**config.mk**
```make
export PLATFORM = sky130hd
export DESIGN_NAME = mux_rr_arbiter_flat
export DESIGN_NICKNAME = d
export VERILOG_FILES = /design/src/rtl/mux_rr_arbiter_pkg.sv /design/src/rtl/mux_rr_arbiter_if.sv /design/src/rtl/mux_rr_arbiter_rr_pick.sv /design/src/rtl/mux_rr_arbiter.sv /design/src/flat_wrapper.sv
export SDC_FILE = /design/constraint.sdc
export NUM_CORES = 1
export LEC_CHECK = 0
export ABC_AREA = 1
export BUFFER_PORTS_ARGS = -buffer_cell sky130_fd_sc_hd__buf_2
export CAP_MARGIN = 15
export CORE_UTILIZATION = 35
export DETAILED_ROUTE_END_ITERATION = 7
export HOLD_SLACK_MARGIN = 0.1
export PLACE_DENSITY = 0.49
export SLEW_MARGIN = 20
export SYNTH_ARGS = -nofsm -noshare
export SYNTH_HDL_FRONTEND = slang
export SYNTH_HIERARCHICAL = 1
export SYNTH_SLANG_ARGS = --single-unit
```
**constraint.sdc**
```tcl
create_clock -name clk -period 4.6 [get_ports clk]
set_clock_uncertainty 0.1 [all_clocks]
set_input_delay 0.92 -clock clk [delete_from_list [all_inputs] [get_ports clk]]
set_output_delay 0.92 -clock clk [all_outputs]
set_load 0.05 [all_outputs]
```
**src/rtl/mux_rr_arbiter_pkg.sv**
```systemverilog
// Shared types and constants for the 7-to-1 mux round-robin arbiter.
package mux_rr_arbiter_pkg;

    localparam int unsigned NUM_REQ = 7;
    localparam int unsigned SEL_W   = 3;

    // Select code 7 is not wired to any source, so the mux outputs 0.
    localparam logic [SEL_W-1:0] PARK_SEL = 3'b111;

    typedef enum logic [1:0] {
        StIdle,
        StGrant,
        StGap
    } state_e;

    typedef logic [NUM_REQ-1:0] grant_t;

    function automatic grant_t onehot(logic [SEL_W-1:0] idx);
        return grant_t'(1) << idx;
    endfunction

endpackage

```
**src/rtl/mux_rr_arbiter_if.sv**
```systemverilog
// Request/grant/select bundle between the request sources, the arbiter and the mux.
interface mux_rr_arbiter_if;
    import mux_rr_arbiter_pkg::*;

    logic [NUM_REQ-1:0] req;
    grant_t             grant;
    logic [SEL_W-1:0]   mux_select;
    logic               valid;
    logic               timeout;

    modport master (output req, input grant, mux_select, valid, timeout);
    modport slave  (input req, output grant, mux_select, valid, timeout);

endinterface

```
**src/rtl/mux_rr_arbiter_rr_pick.sv**
```systemverilog
// Combinational round-robin search (rr_pick): first set request after `last`, wrapping 6 -> 0.
module mux_rr_arbiter_rr_pick
    import mux_rr_arbiter_pkg::*;
(
    input  logic [NUM_REQ-1:0] req,
    input  logic [SEL_W-1:0]   last,
    output logic               found,
    output logic [SEL_W-1:0]   winner
);

    logic [SEL_W-1:0] idx;

    always_comb begin
        found  = 1'b0;
        winner = PARK_SEL;
        idx    = '0;
        // k = NUM_REQ revisits `last` itself, so a sole previous owner is still found.
        for (int unsigned k = 1; k <= NUM_REQ; k++) begin
            idx = SEL_W'((32'(last) + k) % NUM_REQ);
            if (!found && req[idx]) begin
                found  = 1'b1;
                winner = idx;
            end
        end
    end

endmodule

```
**src/rtl/mux_rr_arbiter.sv**
```systemverilog
// Round-robin arbiter/sequencer driving the 7-to-1 mux select; parks on code 7 when idle.
// Optional owner hold limit enabled by defining MUX_RR_ARBITER_TIMEOUT_EN.
module mux_rr_arbiter
    import mux_rr_arbiter_pkg::*;
#(
    parameter int unsigned HOLD_MAX = 16
) (
    input logic              clk,
    input logic              rst_n,
    mux_rr_arbiter_if.slave  bus
);

    if (HOLD_MAX < 2 || HOLD_MAX > 256) begin : g_hold_check
        $error("HOLD_MAX must be within 2..256");
    end

    state_e           state_q, state_d;
    logic [SEL_W-1:0] last_q, last_d;
    logic [SEL_W-1:0] sel_q, sel_d;
    grant_t           grant_q, grant_d;
    logic             valid_q, valid_d;

    logic             found;
    logic [SEL_W-1:0] winner;
    logic             owner_req;
    logic             hold_expired;

    mux_rr_arbiter_rr_pick u_rr_pick (
        .req    (bus.req),
        .last   (last_q),
        .found  (found),
        .winner (winner)
    );

    // In GRANT, last_q is the current owner.
    assign owner_req = bus.req[last_q];

`ifdef MUX_RR_ARBITER_TIMEOUT_EN
    localparam logic [7:0] HoldLast = 8'(HOLD_MAX - 1);

    logic [7:0] hold_q, hold_d;
    logic       timeout_q, timeout_d;

    assign hold_expired = (hold_q == HoldLast);
`else
    assign hold_expired = 1'b0;
`endif

    always_comb begin
        state_d = state_q;
        last_d  = last_q;
        sel_d   = sel_q;
        grant_d = grant_q;
        valid_d = valid_q;
`ifdef MUX_RR_ARBITER_TIMEOUT_EN
        hold_d    = hold_q;
        timeout_d = 1'b0;
`endif
        unique case (state_q)
            StIdle, StGap: begin
                if (found) begin
                    state_d = StGrant;
                    last_d  = winner;
                    sel_d   = winner;
                    grant_d = onehot(winner);
                    valid_d = 1'b1;
`ifdef MUX_RR_ARBITER_TIMEOUT_EN
                    hold_d  = '0;
`endif
                end else begin
                    state_d = StIdle;
                    sel_d   = PARK_SEL;
                    grant_d = '0;
                    valid_d = 1'b0;
                end
            end
            StGrant: begin
                // Every release goes through one parked GAP cycle, even with others waiting.
                if (!owner_req || hold_expired) begin
                    state_d = StGap;
                    sel_d   = PARK_SEL;
                    grant_d = '0;
                    valid_d = 1'b0;
`ifdef MUX_RR_ARBITER_TIMEOUT_EN
                    timeout_d = owner_req;
`endif
                end else begin
`ifdef MUX_RR_ARBITER_TIMEOUT_EN
                    hold_d = hold_q + 8'd1;
`endif
                end
            end
            default: begin
                state_d = StIdle;
                sel_d   = PARK_SEL;
                grant_d = '0;
                valid_d = 1'b0;
            end
        endcase
    end

    always_ff @(posedge clk or negedge rst_n) begin
        if (!rst_n) begin
            state_q <= StIdle;
            last_q  <= SEL_W'(NUM_REQ - 1);
            sel_q   <= PARK_SEL;
            grant_q <= '0;
            valid_q <= 1'b0;
        end else begin
            state_q <= state_d;
            last_q  <= last_d;
            sel_q   <= sel_d;
            grant_q <= grant_d;
            valid_q <= valid_d;
        end
    end

`ifdef MUX_RR_ARBITER_TIMEOUT_EN
    always_ff @(posedge clk or negedge rst_n) begin
        if (!rst_n) begin
            hold_q    <= '0;
            timeout_q <= 1'b0;
        end else begin
            hold_q    <= hold_d;
            timeout_q <= timeout_d;
        end
    end

    assign bus.timeout = timeout_q;
`else
    assign bus.timeout = 1'b0;
`endif

    assign bus.grant      = grant_q;
    assign bus.mux_select = sel_q;
    assign bus.valid      = valid_q;

endmodule

```
**src/flat_wrapper.sv**
```systemverilog
// flat-port wrapper written by rule: the top's interface ports become plain ports
module mux_rr_arbiter_flat import mux_rr_arbiter_pkg::*;
#(
    parameter int unsigned HOLD_MAX = 16
)
  (clk, rst_n, bus_req, bus_grant, bus_mux_select, bus_valid, bus_timeout);
  mux_rr_arbiter_if bus_i ();
  input logic clk;
  input logic rst_n;
  input wire logic [$bits(bus_i.req)-1:0] bus_req;
  output wire logic [$bits(bus_i.grant)-1:0] bus_grant;
  output wire logic [$bits(bus_i.mux_select)-1:0] bus_mux_select;
  output wire logic [$bits(bus_i.valid)-1:0] bus_valid;
  output wire logic [$bits(bus_i.timeout)-1:0] bus_timeout;
  assign bus_i.req = bus_req;
  assign bus_grant = bus_i.grant;
  assign bus_mux_select = bus_i.mux_select;
  assign bus_valid = bus_i.valid;
  assign bus_timeout = bus_i.timeout;
  mux_rr_arbiter #(.HOLD_MAX(HOLD_MAX)) u_core (.clk(clk), .rst_n(rst_n), .bus(bus_i));
endmodule
```
After elaboration in Yosys (flattened, before gate mapping)
Cells that the tools add are included.
{"block": "word_totals", "regBits": 16, "input_bits": 9, "out_inout_bits": 12, "elab_cells": 88}
{"block": "op_classes", "add_sub_neg": 7, "div_mod_pow": 7, "magnitude_cmp": 8, "eq_ne": 3, "shifts": 1, "mux": 42, "n_reduce_logical": 15}
{"cell": "remainder unit 32 x 3 -> 32 bit (second input constant)", "n": 7}
{"cell": "less-than comparator 3 x 4 -> 1 bit (second input constant)", "n": 8}
{"cell": "2-to-1 mux 3 bit", "n": 9}
{"cell": "binary-select mux 1 bit (select 3 bit)", "n": 8}
{"cell": "2-to-1 mux 1 bit", "n": 18}
{"cell": "adder 3 x 3 -> 4 bit (second input constant)", "n": 4}
{"cell": "2-to-1 mux 7 bit", "n": 2}
{"cell": "case mux 7 bit (2 select lines)", "n": 1}
{"cell": "adder 3 x 2 -> 4 bit (second input constant)", "n": 2}
{"cell": "left shift 1 x 3 -> 7 bit (first input constant)", "n": 1}
{"cell": "logical AND 1 bit", "n": 6}
{"cell": "zero test 1 bit", "n": 6}
{"cell": "case mux 3 bit (2 select lines)", "n": 1}
{"cell": "adder 3 x 1 -> 4 bit (second input constant)", "n": 1}
{"cell": "case mux 2 bit (2 select lines)", "n": 1}
{"cell": "equality test 2 x 1 -> 1 bit (second input constant)", "n": 1}
{"cell": "equality test 2 bit (second input constant)", "n": 1}
{"cell": "zero test 2 bit", "n": 1}
{"cell": "2-to-1 mux 2 bit", "n": 1}
{"cell": "inequality test 2 bit (second input constant)", "n": 1}
{"cell": "case mux 1 bit (2 select lines)", "n": 1}
{"cell": "AND reduction 2 bit", "n": 1}
{"cell": "OR reduction 2 bit", "n": 1}

Longest topological paths before layout
Gate-level depths: netlist of run 1.
{"block": "logic_depth", "ltp_word": 26, "ltp_mapped": 33, "depth_no_buf": 31}

By module
Netlist of run 1, hierarchy kept.
{"module": "mux_rr_arbiter_rr_pick", "n_inst": 1, "cells_each": 396, "area_each_um2": 2219.6, "seq_area_each_um2": 0.0}
{"module": "mux_rr_arbiter", "n_inst": 1, "cells_each": 93, "area_each_um2": 753.2, "seq_area_each_um2": 381.6}

Worst setup path after synthesis of run 1
OpenSTA, ideal clock, no wires.
{"block": "synth_timing", "path_type": "register to register", "startpoint": "register u_core.last_q[1]", "endpoint": "register u_core.grant_q[4], in the netlist u_core/bus.grant[4]", "setup_time_ns": 0.066, "arrival_time_ns": 3.894, "t_required_ns": 4.434, "path_slack_ns": 0.540, "path_stages_with_launch": 28, "path_buffers": 1, "period_less_slack_ns": 4.060, "path_cell_list": "dfstp_2 > clkinv_1 > ha_1 > buf_4 > inv_2 > ha_1 > ha_1 > inv_1 > nand2_1 > nand2_1 > nand2_1 > ha_1 > nand3_2 > nand2_1 > nand2_1 > nand2_1 > nand2_1 > nand3_1 > nand2_2 > nand4_4 > nor2_8 > nand4_4 > or2_0 > o21ai_0 > inv_1 > nor2_1 > nand2_1 > nand2_1"}
{"block": "synth_via", "elab_chain_cells": 26, "word_cells_on_any_way": 60, "cone_classes": "7 x add/sub; 7 x div; 1 x eq/ne; 1 x shift; 32 x mux; 12 x reduce/logical"}
{"element": "from (decl)", "line": "mux_rr_arbiter.sv:18", "rtl": "logic [SEL_W-1:0] last_q, last_d;"}
{"element": "from (signal assigned)", "line": "mux_rr_arbiter.sv:105", "rtl": "last_q <= SEL_W'(NUM_REQ - 1);"}
{"element": "from (signal assigned)", "line": "mux_rr_arbiter.sv:111", "rtl": "last_q <= last_d;"}
{"element": "adder 3 x 1 -> 4 bit", "line": "mux_rr_arbiter_rr_pick.sv:19", "rtl": "idx = SEL_W'((32'(last) + k) % NUM_REQ);"}
{"element": "remainder unit 32 x 3 -> 32 bit", "line": "mux_rr_arbiter_rr_pick.sv:19"}
{"element": "binary-select mux 1 bit (select 3 bit)", "line": "mux_rr_arbiter_rr_pick.sv:20", "rtl": "if (!found && req[idx]) begin"}
{"element": "2-to-1 mux 1 bit (implied by the code)", "line": "mux_rr_arbiter_rr_pick.sv:20"}
{"element": "2-to-1 mux 1 bit", "line": "mux_rr_arbiter_rr_pick.sv:20"}
{"element": "zero test 1 bit", "line": "mux_rr_arbiter_rr_pick.sv:20"}
{"element": "logical AND 1 bit", "line": "mux_rr_arbiter_rr_pick.sv:20"}
{"element": "2-to-1 mux 1 bit", "line": "mux_rr_arbiter_rr_pick.sv:20"}
{"element": "[11 not listed]"}
{"element": "2-to-1 mux 1 bit", "line": "mux_rr_arbiter_rr_pick.sv:20"}
{"element": "zero test 1 bit", "line": "mux_rr_arbiter_rr_pick.sv:20"}
{"element": "logical AND 1 bit", "line": "mux_rr_arbiter_rr_pick.sv:20"}
{"element": "2-to-1 mux 3 bit (*)", "line": "mux_rr_arbiter_rr_pick.sv:20"}
{"element": "named net u_core.winner[2]", "line": "mux_rr_arbiter.sv:24", "rtl": "logic [SEL_W-1:0] winner;"}
{"element": "left shift 1 x 3 -> 7 bit (*)", "line": "mux_rr_arbiter_pkg.sv:19", "rtl": "return grant_t'(1) << idx;"}
{"element": "2-to-1 mux 7 bit (*)", "line": "mux_rr_arbiter.sv:61", "rtl": "if (found) begin"}
{"element": "case mux 7 bit (2 select lines) (*)", "line": "mux_rr_arbiter.sv:59", "rtl": "unique case (state_q)"}
{"element": "to (signal assigned)", "line": "mux_rr_arbiter.sv:113", "rtl": "grant_q <= grant_d;"}
{"element": "to (decl)", "line": "mux_rr_arbiter.sv:20", "rtl": "grant_t grant_q, grant_d;"}
The timed path passes the listed nets; every way through them passes the cells marked *. The select of a mux whose other input is x is not followed.
A chain may end at the register's enable or synchronous reset.

Final worst setup path of run 1
Same ends and word-level chain as after synthesis.

==> impl_results.md, run 1 <==
- Status: complete, no violations
- R2R cell count: 26
- Post-route ant nets: 0
- Max Cap Violations: 0
- EDFF count, synth: 0
- Busiest layer in global routing: met2
- CTS sink count: 15
- Mapped Cells: roughly 500
- Worst-path clk slew: roughly 0.060 ns
- Sequential share of the synthesized area: between 10% and 20%
- Drt initial violations: between 100 and 150
- Post-synth top cells: nand2_1, nand3_1, inv_1
- Final Critical Period: 4.221 ns
- Hold depth: 2
- Grt met1 use: approximately a quarter
- Setup ws final: ~0.38 ns
- WP data arrival: 4.31 ns
- Rel. slew slack: between 50% and 60%
- Die Wd: approximately 94 um
- Most frequent cell after synthesis: nand2_1
- Synthesized area: a little under 3000 um2
- Area leader, netlist: nand2_1
- CTS tree: done
- CTS Buf Count: 3
- Remaining Overflow, GRT: 0
- Area occupied by multi-input gates: ~2200 um2
- Cell row count: 33
- Synthesis-stage register bit count: 15
- Via count: 3178
- Sequential Area: between 300 and 400 um2
- Drt via density: 5.142
- Core area: just over 8000 um2
- Layout cell share with drive strength beyond 1: a little under a fifth
- Slew Viols, Final: 0
- Mapped Nets: about 520
- Setup crit end kind: register
- Total Routing Usage GR: approximately a fifth
- CTS max path bufs: 2
- Crit path kind: register to register
- Number of global-route vias before repair: approximately 3100
- Top cells by area, synth: nand2_1, nand3_1, ha_1, inv_1, dfrtp_1
- Async set-reset flop share out of synthesis: 100.0%
- Starting density of the core: a little over a third
- Largest net degree at the start of global routing: 16
- Met2 usage: between 30% and 40%
- Max FO, Critical Path: 8
- Diodes inserted: 0
- Met3 Use GR: roughly 2.2%
- Area Growth Syn to Fin: 9.638%
- Post-Syn Area per Cell: slightly above 6 um2
- Hold_buf cts: 0
- Yosys warning total: 6
- Part of the cycle the worst path needs: about nine tenths
- H-tree depth: 1
- Die height: between 90 and 100 um
- Finished Layout Cells: just over 600
- DRT Wirelength: around 8.3 mm
- DP Worst Slack: between 0.3 and 0.4 ns
- Post-synth top area share: 18.81%
- DPL Wire Length: 6.731 mm
- Final Hold Fails: 0
- Drt first pass iters: 4
- Fmax: 236.9 MHz
- Global-route wire length before repair: about 14 mm
- Netlist cell types: 39
- Fill count: about 940
- Final net count: 549
- I/O pins: 21
- Initial antenna violation count: 0
- # setup viols final: 0
- Primary FF master, synth: dfrtp_1
- Residual DRC: 0
- Buffers on Ports: 19
- Worst skew pair latency: roughly 0.24 ns
- Die area: 8866 um2
- GPL Wtd Cong: ~0.85
- Slew at the pin closest to its max-slew limit: roughly 0.74 ns
- Number of cells after detailed placement: 610
- Clk Tree Root Cell: clkbuf_8
- Worst Hold Class: register to register
- Worst EP required: roughly 4.7 ns
- CP Launch Type: register
- Routed wire length per instance: ~14 um
[final cells by class]
class                           instances  share of cell area (%)
Multi-Input combinational cell        385                   68.18
Sequential cell                        15                   11.82
Inverter                               80                   9.367
Timing Repair Buffer                   29                   5.221
Tap cell                              105                   4.031
Clock buffer                            4                   1.382
[per-layer routing]
metal / part of all wire (%) / up-vias / wire length [um]
met3: 3.7 / 14 / 305
met4: 1.6 / 0 / 133
met5: 0 / - / 0
met1: 46 / 1475 / 3808
met2: 49 / 43 / 4100
li1: - / 1646 / -
[sequential cells by signal, summed over array words and instances, names as in the netlist]
signal / cells
u_core/bus.mux_select: 3
u_core/last_q: 3
u_core/bus.grant: 7
u_core/state_q: 2
[worst max-delay path, cell delays in order, from the launching register on]
cell and delay, ns:
dfstp_2 0.53, clkinv_1 0.07, ha_1 0.39, inv_2 0.13, ha_1 0.22, ha_1 0.19
inv_1 0.11, nand2_1 0.08, nand2_1 0.06, nand2_1 0.12, ha_1 0.25, nand3_2 0.10
nand2_1 0.08, nand2_1 0.11, nand2_1 0.13, nand2_1 0.09, nand3_1 0.08, nand2_2 0.16
nand4_4 0.15, nor2_8 0.16, nand4_4 0.11, or2_0 0.21, o21ai_0 0.12, inv_1 0.11
nor2_2 0.17, nand2_1 0.08, nand2_1 0.06
[through the flow]
stage | hold WS, ns | TNS, ns | instance area, um2 | util, %
2_1_floorplan | 0.4139 | 0 | 2973 | -
3_3_place_gp | 0.3868 | 0 | 3168 | 38.56
3_5_place_dp | 0.3873 | 0 | 3168 | 38.56
4_1_cts | 0.4035 | 0 | 3213 | 39.10
5_1_grt | 0.4340 | -0.04781 | 3259 | 39.67
6_report | 0.3997 | 0 | 3259 | 39.67
[repair_timing]
item                                    in CTS  in global routing
gates resized for setup                      0                  5
setup buffers                                0                  4
endpoints found under the setup margin       0                 11
[cell usage in the layout (no fill, tap or decap), types with 2 or more instances in the layout]
| cell | count |
|---|---|
| a21oi_1 | 7 |
| buf_2 | 19 |
| buf_4 | 10 |
| clkbuf_8 | 3 |
| dfrtp_1 | 10 |
| dfstp_2 | 4 |
| ha_1 | 25 |
| inv_1 | 67 |
| inv_2 | 11 |
| nand2_1 | 148 |
| nand2_2 | 16 |
| nand2_4 | 6 |
| nand3_1 | 72 |
| nand3_2 | 7 |
| nand3_4 | 4 |
| nand3b_1 | 3 |
| nand4_1 | 20 |
| nand4_4 | 2 |
| nor2_1 | 17 |
| nor2_2 | 2 |
| nor3_1 | 4 |
| o211ai_1 | 4 |
| o211ai_2 | 2 |
| o21ai_0 | 17 |
| o21ai_1 | 8 |
| o21ai_2 | 3 |
| or2_1 | 2 |
| xor2_1 | 7 |
[cell families after synthesis]
group	after synthesis	share of synthesized area, %
AO/OA/AOI/OAI	46	9.428
XOR/XNOR	7	2.062
adder cells (fa/ha/maj)	26	10.94
buffers and inverters	89	12.84
flip-flops	15	12.84
other	1	0.1261
AND/OR/NAND/NOR	305	51.77
[worst paths after layout]
kind | start | endpoint | slack (ns)
worst min-delay path | u_core/bus.mux_select[2] | u_core/bus.mux_select[2] | 0.40
worst max register to register | u_core/last_q[1] | u_core/bus.grant[4] | 0.38
worst min register to register | u_core/bus.mux_select[2] | u_core/bus.mux_select[2] | 0.40
worst max-delay path | u_core/last_q[1] | u_core/bus.grant[4] | 0.38
min in group asynchronous | rst_n | u_core/bus.grant[6] | 0.47
max in group asynchronous | rst_n | u_core/bus.mux_select[1] | 3.63
Power of run 1 is left out: the tool's default activity adds up to more than one toggle a clock period on the data nets, which glitch-free logic cannot reach.
==> inputs of run 2 (changes only) <==
--- a/config.mk
+++ b/config.mk
@@ -5,9 +5,9 @@
 export SDC_FILE = /design/constraint.sdc
 export NUM_CORES = 1
 export LEC_CHECK = 0
-export ABC_AREA = 1
 export BUFFER_PORTS_ARGS = -buffer_cell sky130_fd_sc_hd__buf_2
 export CAP_MARGIN = 15
+export CORE_MARGIN = 4
 export CORE_UTILIZATION = 35
 export DETAILED_ROUTE_END_ITERATION = 7
 export HOLD_SLACK_MARGIN = 0.1
==> impl_results.md, run 2 <==
- R2R cell count: 22 (-15%)
- Via count: 3821 (+20%)
- Final net count: 572 (+4.2%)
- Fill count: 874 (-6.9%)
- Buffers on Ports: 19 (unchanged)
- Sequential share of the synthesized area: 11.45% (-1.4 points)
- Max reg flops: 7 (unchanged)
- Most frequent cell after synthesis: nand2_1
- Buf/Inv on CP: 2 (-2)
- CTS sink count: 15 (unchanged)
- Core area: 9240 um2 (+12%)
- Cell row count: 35 (+6.1%)
- CTS Buf Count: 3 (unchanged)
- FF-to-FF setup slack: -0.18 ns (-0.56 ns)
- Main combinational cell family by area after synthesis: compound AO/OA/AOI/OAI gates
- Mapped Cells: 416 (-15%)
- Worst Hold Class: register to register
- Top cells by area, synth: ha_1, dfrtp_1, mux4_2, mux2i_1, dfstp_2
- Hold endpoint: u_core/bus.grant[2]
- Unrepaired setup endpoints after global routing: true
- CTS tree: done
- Final Hold Fails: 0 (unchanged)
- Drt initial violations: 197 (+59%)
- Post-DP Area: 4329 um2 (+37%)
- Max Cap Violations: 0 (unchanged)
- Area Growth Syn to Fin: 44.71%
- Worst EP required: 4.63 ns (-0.06 ns)
- Die area: 11150 um2 (+26%)
- GPL Wtd Cong: 0.9063 (+6.3%)
- Reg2reg start: u_core/last_q[1]
- Die height: 105.6 um (+12%)
- Remaining Overflow, GRT: 0 (unchanged)
- Failing checks: setup timing
- Number of cells after detailed placement: 643 (+5.4%)
- Synthesis-stage register bit count: 15 (unchanged)
- Crit path largest cell delay: 0.58 ns (+0.05 ns)
- Hold depth: 1 (-1)
- CTS max path bufs: 2 (unchanged)
- Synthesized area: 3333 um2 (+12%)
- Starting density of the core: 36.07% (-0.11 points)
- Mapped Nets: 451 (-14%)
- CP Launch Type: register
- Post-synthesis compound-gate area fraction: 30.44% (+21 points)
- Number of global-route vias before repair: 3735 (+21%)
- Fmax: 209.3 MHz (-12%)
- Mux contribution to synthesized area: 13.66% (+14 points)
- Worst skew pair latency: 0.24 ns (about the same)
- Drt via density: 5.746 (+12%)
- Slew at the pin closest to its max-slew limit: 0.6964 ns (-0.04211 ns)
- Setup ws final: -0.1768 ns (-0.5562 ns)
- I/O pins: 21 (unchanged)
- EDFF count, synth: 0 (unchanged)
- Worst reg2reg endpoint: u_core/bus.grant[3]
- Hold_buf cts: 0 (unchanged)
- Post-synth top cells: nand2_1, ha_1, a21oi_1
- Slew Viols, Final: 0 (unchanged)
- Area leader, netlist: ha_1
- Part of the cycle the worst path needs: 103.8% (+12 points)
- Diodes inserted: 0 (unchanged)
- Top Family by Delay on Critical Path: compound AO/OA/AOI/OAI gates
- Largest net degree at the start of global routing: 16 (unchanged)
- Most common cell after layout, fill and taps aside: buf_4
- Residual DRC: 0 (unchanged)
- DPL Wire Length: 8.918 mm (+32%)
- WP data arrival: 4.81 ns (+0.50 ns)
- Yosys warning total: 6 (unchanged)
- Xor and xnor area share after synthesis: 3.754% (+1.7 points)
- Post-Syn Area per Cell: 8.012 um2 (+32%)
- Routed wire length per instance: 17.68 um (+31%)
- Setup crit end kind: register
- Primary FF master, synth: dfrtp_1
- Max FO, Critical Path: 9 (+1)
- Post-route ant nets: 0 (unchanged)
- Layout cell share with drive strength beyond 1: 44.40% (+26 points)
- Initial antenna violation count: 0 (unchanged)
- Fin area: 4823 um2 (+48%)
- Hold Path Origin: u_core/bus.grant[2]
- Final Critical Period: 4.777 ns (+0.5562 ns)
- Async set-reset flop share out of synthesis: 100.0% (unchanged)
- Finished Layout Cells: 665 (+7.6%)
- Simple-gate share of the synthesized area: 24.51% (-27 points)
- Crit path top cell by count: ha_2
- Worst-path clk slew: 0.06 ns (about the same)
- Global-route wire length before repair: 18.87 mm (+33%)
- Netlist cell types: 80 (+110%)
- Die Wd: 105.6 um (+12%)
- Cells along the critical path: ha_2, xnor2_4, ha_2, ha_4, nor3b_2, a211oi_2, o311ai_2, ha_2, buf_4, nor2b_1, o21ai_1, and3_4, o211ai_1, a211oi_2, o31ai_4, or4b_4, a21boi_2, o21ai_1, a21oi_1, buf_4, nor3b_2, a31o_1
- H-tree depth: 1 (unchanged)
- # setup viols final: 10 (+10)
- Crit-path slowest cell: dfstp_2
- Drt first pass iters: 5 (+1)
- Clk Tree Root Cell: clkbuf_8
- DRT Wirelength: 11.76 mm (+41%)
- Status: complete, but fails checks
- Post-Synth Adder-Cell Area: 9.760% (-1.2 points)
- Rel. slew slack: 53.24% (+2.7 points)
- Most frequent cells in the layout: buf_4, nand2_1, nor2_1, a21oi_1
- Total Routing Usage GR: 20.55% (+0.43 points)
- Post-synth top area share: 9.760% (-9.1 points)
- Crit path kind: register to register
## run 2: cell types whose count changed in the layout (fill, tap and decap cells not counted), moves of 9 or more
cell,previous run,this run
nand4_1,20,4
nand2_1,148,29
nand2b_1,0,15
a211o_1,0,9
a21oi_1,7,20
buf_4,10,114
nand2_2,16,1
mux4_2,0,9
inv_1,67,17
and2_1,0,9
mux2i_1,0,12
nand3_1,72,11
ha_1,25,12
## run 2: area by class of cell
type,count,area [um2],share of cell area (%)
inverter,26,115.1,2.387
clock buffer,4,45.04,0.9339
tap,129,161.4,3.346
sequential,15,382.9,7.938
timing repair buffer,139,1027,21.30
multi-input combinational,352,3092,64.10
## run 2: cell families after synthesis
group | count (synthesis)
mux | 32
xor+xnor | 10
compound gates | 137
flops | 15
other cells | 1
buf+inv | 49
fa+ha+maj | 26
simple gates | 146
## run 2: metal layers
metal	track usage [%]	part of all wire [%]	wire length (um)	up-vias
li1	-	-	-	1837
met1	25.42	44	5145	1875
met2	39.12	52	6101	93
met3	1.225	2.6	301	16
met4	3.978	1.8	212	0
met5	0	0	0	-
## run 2: repair_timing
action                                  CTS  global route
setup buffers                            10             8
resized for setup                        36            25
endpoints found under the setup margin   14            14
pin swaps                                25            16
## run 2: worst max path at each step
stage | start | to | slack, ns | depth (start not counted)
floorplan | u_core/last_q[0] | u_core/bus.grant[3] | -0.60 | 24
global placement | u_core/last_q[1] | u_core/bus.grant[6] | -0.36 | 20
detailed placement | u_core/last_q[1] | u_core/bus.grant[6] | -0.47 | 20
CTS | u_core/last_q[1] | u_core/bus.grant[3] | -0.12 | 20
global route | u_core/last_q[1] | u_core/bus.grant[3] | -0.34 | 22
finish | u_core/last_q[1] | u_core/bus.grant[3] | -0.18 | 22
## run 2: through the flow
step / setup TNS [ns] / setup WS [ns] / utilization (%) / hold slack (ns)
after floorplan: -5.542 / -0.5995 / - / 0.4661
after global placement: -2.979 / -0.3577 / 46.85 / 0.3805
after detailed placement: -4.175 / -0.4680 / 46.85 / 0.3888
after CTS: -0.6798 / -0.1220 / 49.97 / 0.4047
after global routing: -2.964 / -0.3365 / 52.20 / 0.4312
final: -0.8149 / -0.1768 / 52.20 / 0.4054
## run 2: worst register-to-register path, cell delays in order (launching register included)
cell and delay [ns]:
dfstp_2 0.58, ha_2 0.25, xnor2_4 0.13, ha_2 0.22, ha_4 0.16, nor3b_2 0.05, a211oi_2 0.16, o311ai_2 0.14
ha_2 0.22, buf_4 0.14, nor2b_1 0.12, o21ai_1 0.10, and3_4 0.24, o211ai_1 0.16, a211oi_2 0.33, o31ai_4 0.13
or4b_4 0.56, a21boi_2 0.17, o21ai_1 0.14, a21oi_1 0.06, buf_4 0.17, nor3b_2 0.16, a31o_1 0.19
Power of run 2 is left out for the same reason.
==> inputs of run 3 (changes only) <==
--- a/config.mk
+++ b/config.mk
@@ -7,11 +7,13 @@
 export LEC_CHECK = 0
 export BUFFER_PORTS_ARGS = -buffer_cell sky130_fd_sc_hd__buf_2
 export CAP_MARGIN = 15
+export CELL_PAD_IN_SITES_DETAIL_PLACEMENT = 0
+export CELL_PAD_IN_SITES_GLOBAL_PLACEMENT = 2
 export CORE_MARGIN = 4
 export CORE_UTILIZATION = 35
 export DETAILED_ROUTE_END_ITERATION = 7
 export HOLD_SLACK_MARGIN = 0.1
-export PLACE_DENSITY = 0.49
+export PLACE_DENSITY = 0.75
 export SLEW_MARGIN = 20
 export SYNTH_ARGS = -nofsm -noshare
 export SYNTH_HDL_FRONTEND = slang
==> impl_results.md, run 3 (synthesis gave the netlist of run 2 again) <==
- Status: complete, but fails checks
- Failing checks: setup timing
- Final net count: 582 (+1.7%)
- Max reg flops: 7 (unchanged)
- Area Growth Syn to Fin: 47.07%
- Final Hold Fails: 0 (unchanged)
- Crit path kind: register to register
- Die area: 11150 um2 (unchanged)
- Die height: 105.6 um (unchanged)
- Number of cells after detailed placement: 646 (+0.47%)
- Initial antenna violation count: 0 (unchanged)
- Residual DRC: 0 (unchanged)
- Drt first pass iters: 4 (-1)
- Worst skew pair latency: 0.26 ns (+0.02 ns)
- CTS max path bufs: 2 (unchanged)
- GPL Wtd Cong: 0.8767 (-3.3%)
- Fmax: 213.6 MHz (+2.0%)
- Slew Viols, Final: 0 (unchanged)
- Top Family by Delay on Critical Path: compound AO/OA/AOI/OAI gates
- Crit path top cell by count: ha_4
- Sequential Area: 382.9 um2 (unchanged)
- Global-route wire length before repair: 18.91 mm (+0.22%)
- Unrepaired setup endpoints after global routing: true
- CTS tree: done
- Setup crit end kind: register
- DPL Wire Length: 8.988 mm (+0.78%)
- Buffers on Ports: 19 (unchanged)
- Most common cell after layout, fill and taps aside: buf_4
- Remaining Overflow, GRT: 0 (unchanged)
- Most frequent cells in the layout: buf_4, nand2_1, nor2_1, o21ai_0
- Area occupied by multi-input gates: 3089 um2 (about the same)
- # setup viols final: 7 (-3)
- Drt initial violations: 247 (+25%)
- Fill count: 877 (+0.34%)
- Crit-path slowest cell: dfstp_2
- Cell row count: 35 (unchanged)
- Starting density of the core: 36.07% (unchanged)
- Worst-path clk slew: 0.07 ns (about the same)
- Clk Tree Root Cell: clkbuf_8
- Layout cell share with drive strength beyond 1: 45.97% (+1.6 points)
- CTS Buf Count: 3 (unchanged)
- Via count: 3833 (+0.31%)
- Max FO, Critical Path: 4 (-5)
- Rel. slew slack: 61.53% (+8.3 points)
- H-tree depth: 1 (unchanged)
- Finished Layout Cells: 675 (+1.5%)
- Diodes inserted: 0 (unchanged)
- CP Launch Type: register
- DRT Wirelength: 11.68 mm (-0.65%)
- Crit path largest cell delay: 0.61 ns (+0.03 ns)
- Worst Hold Class: register to register
- Core area: 9240 um2 (unchanged)
- WP data arrival: 4.78 ns (-0.03 ns)
- Drt via density: 5.679 (-1.2%)
- Largest net degree at the start of global routing: 21 (+5)
- Post-route ant nets: 0 (unchanged)
- Die Wd: 105.6 um (unchanged)
- Routed wire length per instance: 17.31 um (-2.1%)
- CTS sink count: 15 (unchanged)
- Total Routing Usage GR: 20.74% (+0.20 points)
- Slew at the pin closest to its max-slew limit: 0.5730 ns (-0.1234 ns)
- Final Critical Period: 4.682 ns (-0.09463 ns)
- Number of global-route vias before repair: 3656 (-2.1%)
- Buf/Inv on CP: 4 (+2)
- Setup ws final: -0.08220 ns (+0.09463 ns)
- Worst EP required: 4.70 ns (+0.07 ns)
- Cells along the critical path: inv_4, ha_4, inv_8, ha_4, ha_4, a31oi_4, xnor2_2, ha_2, o21ai_2, o22ai_2, mux2i_2, mux4_2, a211oi_4, buf_4, and3b_2, buf_4, o21ai_0, a21oi_4, nand3b_1, nor3b_2, a31o_1
- I/O pins: 21 (unchanged)
- Max Cap Violations: 0 (unchanged)
- Part of the cycle the worst path needs: 101.8% (-2.1 points)
## run 3: per-stage QoR
| stage | TNS [ns] | setup WS (ns) | hold slack [ns] | util (%) | area (um2) |
|---|---|---|---|---|---|
| after floorplan | -5.542 | -0.5995 | 0.4661 | - | 3468 |
| after global placement | -3.236 | -0.4083 | 0.3840 | 47.23 | 4364 |
| after detailed placement | -3.753 | -0.4201 | 0.3902 | 47.23 | 4364 |
| after CTS | -0.2463 | -0.05637 | 0.4052 | 51.13 | 4725 |
| after global routing | -2.557 | -0.2915 | 0.4235 | 53.05 | 4902 |
| final | -0.2963 | -0.08220 | 0.4006 | 53.05 | 4902 |
## run 3: worst reg2reg max path, delay by kind of cell (launching register included)
family                   cells  cell delay [ns]
AND/OR/NAND/NOR              3             0.61
buffers and inverters        4             0.42
multiplexers                 2             0.90
XOR/XNOR                     1             0.14
AO/OA/AOI/OAI                7             0.97
flip-flops                   1             0.61
adder cells (fa/ha/maj)      4             0.87
## run 3: worst paths after layout
kind / from / to / slack, ns / depth (start not counted)
setup / recovery: u_core/last_q[1] / u_core/bus.grant[3] / -0.08 / 21
hold / removal: u_core/bus.grant[6] / u_core/bus.grant[6] / 0.40 / 1
setup reg to reg: u_core/last_q[1] / u_core/bus.grant[3] / -0.08 / 21
hold reg to reg: u_core/bus.grant[6] / u_core/bus.grant[6] / 0.40 / 1
max in group asynchronous: rst_n / u_core/bus.mux_select[1] / 3.62 / 1
min in group asynchronous: rst_n / u_core/bus.grant[0] / 0.46 / 1
## run 3: layer usage
metal	share of wire [%]	vias up	wire length, um	GRT usage (%)
met5	0	-	0	0
met3	4.5	15	520	2.449
met4	1.1	0	125	3.515
li1	-	1861	-	-
met2	49	92	5699	35.88
met1	46	1865	5339	28.09
## run 3: repair_timing
item / in CTS / in global routing
gates resized for setup: 43 / 20
buffers inserted: 15 / 10
gates cloned: 0 / 0
setup endpoints to repair: 14 / 14
hold buffers: 0 / 0
pin swaps: 22 / 18
## run 3: layout make-up
type	instances	area share (%)
Timing Repair Buffer	149	22.64
Tap cell	129	3.293
Inverter	26	2.297
Sequential cell	15	7.810
Clock buffer	3	0.8423
Multi-Input combinational cell	352	63.02
Clock inverter	1	0.1021
Power of run 3 is left out for the same reason.
